## config.mk

```make
export PLATFORM = sky130hd
export DESIGN_NAME = host_rx_stage_controller
export DESIGN_NICKNAME = d
export VERILOG_FILES = /design/src/rtl/host_rx_stage_controller.sv
export SDC_FILE = /design/constraint.sdc
export NUM_CORES = 1
export LEC_CHECK = 0
export CAP_MARGIN = 20
export CORE_ASPECT_RATIO = 0.6
export CORE_MARGIN = 1
export CORE_UTILIZATION = 53
export CTS_CLUSTER_SIZE = 8
export DETAILED_ROUTE_END_ITERATION = 8
export GPL_ROUTABILITY_DRIVEN = 0
export PLACE_DENSITY_LB_ADDON = 0.12
export SLEW_MARGIN = 5
export SYNTH_ARGS = -nofsm -noshare
export SYNTH_HDL_FRONTEND = slang
export SYNTH_SLANG_ARGS = --single-unit
```

## constraint.sdc

```tcl
create_clock -name i_clk -period 7.7 [get_ports i_clk]
set_input_delay 0.77 -clock i_clk [delete_from_list [all_inputs] [get_ports i_clk]]
set_output_delay 0.77 -clock i_clk [all_outputs]
set_load 0.03 [all_outputs]
```

## src/rtl/host_rx_stage_controller.sv

```systemverilog
// Bring-up stage sequencer for the host receive path. Stage changes are
// committed only inside inter-frame gaps long enough to drain the selector delay.
module host_rx_stage_controller #(
  parameter int unsigned P_GUARD        = 14,
  parameter logic [31:0] P_SYNC_TIMEOUT = 32'd1250000
) (
  input  logic        i_clk,
  input  logic        i_rst_n,
  input  logic        i_bufid_init_done,
  input  logic        i_cfg_finish,
  input  logic        i_sync_finish,
  input  logic        i_sync_pulse,
  input  logic [8:0]  iv_data,
  input  logic        i_data_wr,
  output logic        o_hardware_initial_finish,
  output logic        o_rc_rxenable,
  output logic        o_st_rxenable,
  output logic [1:0]  ov_stage,
  output logic        o_transition_pending,
  output logic [15:0] ov_sync_loss_cnt
);

  localparam int unsigned IDLE_W = (P_GUARD < 1) ? 1 : $clog2(P_GUARD + 1);
  localparam logic [IDLE_W-1:0] IDLE_MAX = IDLE_W'(P_GUARD);

  typedef enum logic [1:0] {
    STG_INIT = 2'd0,
    STG_CFG  = 2'd1,
    STG_RC   = 2'd2,
    STG_ST   = 2'd3
  } stage_e;

  stage_e             stage_r;
  stage_e             target_s;
  stage_e             stage_nxt_s;
  logic               commit_s;
  logic               mark_s;
  logic               in_frame_r;
  logic [IDLE_W-1:0]  idle_cnt_r;
  logic [IDLE_W-1:0]  idle_now_s;
  logic               guard_ok_s;
  logic [31:0]        wd_cnt_r;
  logic [31:0]        wd_nxt_s;
  logic               timeout_s;
  logic               sync_lost_r;
  logic               hw_fin_r;
  logic               rc_en_r;
  logic               st_en_r;
  logic               pending_r;
  logic [15:0]        loss_cnt_r;

  // Idle count includes the current cycle, so guard_ok means P_GUARD quiet cycles up to and including now
  always_comb begin
    mark_s = i_data_wr & iv_data[8];
    if (in_frame_r || mark_s) begin
      idle_now_s = '0;
    end else if (idle_cnt_r >= IDLE_MAX) begin
      idle_now_s = IDLE_MAX;
    end else begin
      idle_now_s = idle_cnt_r + IDLE_W'(1);
    end
    guard_ok_s = (idle_now_s == IDLE_MAX) && !mark_s;
  end

  // Frame tracking and idle counter registers
  always_ff @(posedge i_clk or negedge i_rst_n) begin
    if (!i_rst_n) begin
      in_frame_r <= 1'b0;
      idle_cnt_r <= IDLE_MAX;
    end else begin
      if (mark_s) begin
        in_frame_r <= ~in_frame_r;
      end else begin
        in_frame_r <= in_frame_r;
      end
      idle_cnt_r <= idle_now_s;
    end
  end

  // Target stage selection and guarded commit
  always_comb begin
    target_s    = stage_r;
    stage_nxt_s = stage_r;
    case (stage_r)
      STG_INIT: begin
        if (i_bufid_init_done) target_s = STG_CFG;
        else                   target_s = STG_INIT;
      end
      STG_CFG: begin
        if (i_cfg_finish) target_s = STG_RC;
        else              target_s = STG_CFG;
      end
      STG_RC: begin
        if (!i_cfg_finish)                      target_s = STG_CFG;
        else if (i_sync_finish && !sync_lost_r) target_s = STG_ST;
        else                                    target_s = STG_RC;
      end
      STG_ST: begin
        if (!i_cfg_finish)                      target_s = STG_CFG;
        else if (!i_sync_finish || sync_lost_r) target_s = STG_RC;
        else                                    target_s = STG_ST;
      end
      default: target_s = STG_INIT;
    endcase
    commit_s = (target_s != stage_r) && guard_ok_s;
    if (commit_s) begin
      stage_nxt_s = target_s;
    end else begin
      stage_nxt_s = stage_r;
    end
  end

  // Stage register and the enables derived from the committed stage
  always_ff @(posedge i_clk or negedge i_rst_n) begin
    if (!i_rst_n) begin
      stage_r   <= STG_INIT;
      hw_fin_r  <= 1'b0;
      rc_en_r   <= 1'b0;
      st_en_r   <= 1'b0;
      pending_r <= 1'b0;
    end else begin
      stage_r   <= stage_nxt_s;
      hw_fin_r  <= (stage_nxt_s != STG_INIT);
      rc_en_r   <= (stage_nxt_s == STG_RC) || (stage_nxt_s == STG_ST);
      st_en_r   <= (stage_nxt_s == STG_ST);
      pending_r <= (target_s != stage_r) && !commit_s;
    end
  end

  // Watchdog: a pulse coinciding with the timeout suppresses it; held at zero until demotion
  always_comb begin
    timeout_s = (stage_r == STG_ST) && !sync_lost_r && !i_sync_pulse &&
                (wd_cnt_r == (P_SYNC_TIMEOUT - 32'd1));
    if (stage_r != STG_ST) begin
      wd_nxt_s = 32'd0;
    end else if (i_sync_pulse || sync_lost_r || timeout_s) begin
      wd_nxt_s = 32'd0;
    end else begin
      wd_nxt_s = wd_cnt_r + 32'd1;
    end
  end

  // Watchdog counter, sync-lost flag and saturating loss counter
  always_ff @(posedge i_clk or negedge i_rst_n) begin
    if (!i_rst_n) begin
      wd_cnt_r    <= 32'd0;
      sync_lost_r <= 1'b0;
      loss_cnt_r  <= 16'd0;
    end else begin
      wd_cnt_r <= wd_nxt_s;
      if (i_sync_pulse) begin
        sync_lost_r <= 1'b0;
      end else if (timeout_s) begin
        sync_lost_r <= 1'b1;
      end else begin
        sync_lost_r <= sync_lost_r;
      end
      if (timeout_s && (loss_cnt_r != 16'hFFFF)) begin
        loss_cnt_r <= loss_cnt_r + 16'd1;
      end else begin
        loss_cnt_r <= loss_cnt_r;
      end
    end
  end

  assign o_hardware_initial_finish = hw_fin_r;
  assign o_rc_rxenable             = rc_en_r;
  assign o_st_rxenable             = st_en_r;
  assign ov_stage                  = stage_r;
  assign o_transition_pending      = pending_r;
  assign ov_sync_loss_cnt          = loss_cnt_r;

endmodule

```

==> summary.md <==
| Metric | Value |
|---|---|
| Run status | `finished with violations` |
| Violated checks | `DRC` |
| Row cnt | `20` |
| WP data required | `7.88 ns` |
| Final worst path period need | `3.39 ns` |
| Max-cap viol count | `0` |
| Slowest library cell on the worst path | `or4_1` |
| CP max FO | `30` |
| Initial antenna violation count | `0` |
| Pwr Total | `0.626 mW` |
| Tightest Pin Transition | `1.01 ns` |
| Die area | `5830 um2` |
| Post-DR vias/cell | `5.45` |
| Share of the synthesized area in the top cell type | `47.9%` |
| Synth Warn # | `0` |
| Worst rel slew slack | `32.1%` |
| Cell variety after synth | `39` |
| Hold path cells | `1` |
| Layout area overhead | `17.7%` |
| Post-DRT Antenna Nets | `0` |
| Total CTS buffers | `9` |
| Post-synth EDFFs | `0` |
| Commonest non-fill, non-tap cell in the layout | `dfrtp_1` |
| Hold WS | `0.494 ns` |
| Worst-path clk slew | `0.06 ns` |
| Initial core utilization | `56.5%` |
| Switching fraction of total power | `24.6%` |
| Flop pwr share | `53.7%` |
| CP delay by family, top | `simple AND/OR/NAND/NOR gates` |
| TritonCTS clock tree | `built` |
| Share of cells above drive strength 1 | `7.12%` |
| All-Layer GR Usage | `22.7%` |
| Maximum VDD drop | `0.132 mV` |
| Post_cts resized | `0` |
| Clk sinks | `59` |
| Endpoints failing setup | `0` |
| DP HPWL | `4040 um` |
| PwrDens | `182 nW/um2` |
| RSZ-0062 raised after global routing | `no` |
| Post-Route WL | `5870 um` |
| Slowest stage delay, CP | `0.87 ns` |
| Max Transition Viols Final | `0` |
| Fin area | `3450 um2` |
| Ys flop type | `dfrtp_1` |
| Worst reg2reg setup slack | `4.51 ns` |
| Sequential share of the synthesized area | `50.6%` |
| Dpl cells | `388` |
| PortBufs | `29` |
| P_leak | `1.47 nW` |
| Pin count of the biggest net entering global routing | `60` |
| Vias in the first global route | `2092` |
| H-tree level count | `3` |
| Async SR Flop Fraction | `100%` |
| Reg-to-reg critical path endpoint | `wd_cnt_r[22]$_DFF_PN0_` |
| Inserted Diodes | `0` |
| Post-CTS setup buffer count | `0` |
| Via Count | `2196` |
| IO Count | `38` |
| DR DRC count | `4` |
| Final Skew | `0.00667 ns` |
| Worst-Skew Late Latency | `0.34 ns` |
| Critical path type | `input port to register` |
| Routed len/inst | `14.6 um` |
| Mapped Area | `2930 um2` |
| Final Hold Viols | `0` |
| Tcrit/Tclk final | `44.0%` |
| Critical Path AT | `3.56 ns` |
| Commonest non-fill, non-tap cells in the layout | `dfrtp_1 (56), nor2_1 (47), xor2_1 (36)` |
| CTS max path bufs | `2` |
| TNS Setup | `0 ns` |
| Largest cells by area after synthesis | `dfrtp_1 (48%), xor2_1 (11%), nor2_1 (6.0%)` |
| Gr ovfl total | `0` |
| Die width | `98.0 um` |
| Root Buffer | `clkbuf_8` |
| Gate Count Post-Synth | `299` |
| Non-filler cells, final | `403` |
| Critical path cell sequence | `clkdlybuf4s50_1, and4bb_1, nand4_1, or4_1, nand2_1, nor2_1` |
| Worst flop-to-flop path startpoint | `wd_cnt_r[0]$_DFF_PN0_` |
| Post-CTS Hold Fix Bufs | `0` |
| DRT Pass-1 Iters | `6` |
| Worst Setup End Kind | `register` |
| P_int | `0.472 mW` |
| Cell Area, Placed | `3270 um2` |
| Dominant cell type by area after synthesis | `dfrtp_1` |
| Core Region | `5180 um2` |
| Starting DRT DRC Count | `137` |
| Logic pwr share | `7.3%` |
| Hold endpoint | `in_frame_r$_DFFE_PN0P_` |
| Post-synthesis register bit count | `59` |
| Final net count | `354` |
| Finished Core Util | `66.5%` |
| Setup WS pre-CTS | `3.97 ns` |
| Fmax | `295 MHz` |
| First-pass GRT wire length | `10100 um` |
| Post-route setup slack | `4.31 ns` |
| CP startpoint kind | `input port` |
| Clock Power Share | `39.0%` |
| Syn_area_per_cell | `9.79 um2` |
| HP Class | `register to register` |
| Buf+Inv Stages, Crit Path | `1` |
| Syn Nets | `319` |
| Worst Min Path Start | `in_frame_r$_DFFE_PN0P_` |
| P_sw | `0.154 mW` |
| Die H | `59.6 um` |
| R2r worst-path depth | `6` |
worst max path at each step:
stage / slack [ns] / endpoint / from / depth (start not counted)
final: 4.31 / wd_cnt_r[22]$_DFF_PN0_ / i_sync_pulse / 6
after global routing: 4.14 / wd_cnt_r[12]$_DFF_PN0_ / i_sync_pulse / 6
after CTS: 4.31 / wd_cnt_r[22]$_DFF_PN0_ / i_sync_pulse / 6
after detailed placement: 3.97 / wd_cnt_r[22]$_DFF_PN0_ / i_sync_pulse / 6
after global placement: 4.01 / wd_cnt_r[19]$_DFF_PN0_ / i_sync_pulse / 6
after floorplan: 5.09 / ov_sync_loss_cnt[6]$_DFFE_PN0P_ / i_sync_pulse / 6
final cells by class:
type                            instances  area (um2)
Fill cell                             445        1730
Clock inverter                          3        15.0
Clock buffer                           11         151
Multi-Input combinational cell        223        1380
Sequential cell                        59        1480
Tap cell                               66        82.6
Timing Repair Buffer                   32         305
Inverter                                9        33.8
power by group through the flow:
stage / sequential [mW] / clock (mW) / combinational [mW]
after detailed placement: 0.341 / 0 / 0.0461
final: 0.336 / 0.244 / 0.0456
after global placement: 0.340 / 0 / 0.0454
after global routing: 0.337 / 0.264 / 0.0517
after CTS: 0.335 / 0.249 / 0.0464
after floorplan: 0.342 / 0 / 0.0234
cells by family (layout without fill, tap and decap cells):
family,Yosys count,count (layout),share of synthesized area (%)
and+or+nand+nor,150,150,26.0
DFF,59,59,50.6
xor gates and xnor gates,45,45,13.7
AOI/OAI and AO/OA,20,20,4.19
buffers and inverters,17,55,2.39
adders and majority gates,4,4,1.71
muxes,4,4,1.45
worst reg2reg max path, delay by kind of cell, from the launching register on:
| kind | cells | cell delay, ns |
|---|---|---|
| adder cells (fa/ha/maj) | 1 | 0.21 |
| flip-flops | 1 | 0.39 |
| AND/OR/NAND/NOR | 5 | 2.43 |
layer usage:
layer,up-vias,track usage (%),wire length [um]
met5,-,0,0
met2,34,31.2,2330
li1,1106,-,-
met4,0,7.14,53
met1,1049,34.1,3290
met3,7,6.72,200
sequential cells by signal, indices dropped and copies added, names as in the netlist:
register / count
wd_cnt_r: 32
ov_sync_loss_cnt: 16
idle_cnt_r: 4
in_frame_r: 1
o_hardware_initial_finish: 1
o_rc_rxenable: 1
o_st_rxenable: 1
o_transition_pending: 1
ov_stage: 1
sync_lost_r: 1
cells in the mapped netlist, types with 2 or more instances:
cell	instances
nor4b_1	3
nor4_1	9
dfrtp_1	56
and2_1	4
and4_1	2
nand2_1	25
xnor2_1	8
ha_1	4
a31oi_1	2
o211ai_1	2
mux2i_1	2
nor2b_1	2
a21oi_1	4
o21ai_0	7
and3_1	6
inv_1	9
nand4_1	12
nand3_1	22
clkbuf_1	5
buf_2	2
nor3_1	8
dfstp_2	3
nor2_1	47
nand2b_1	3
xor2_1	36
or4_1	2
mux2_1	2
(Power assumes the default switching activity.)
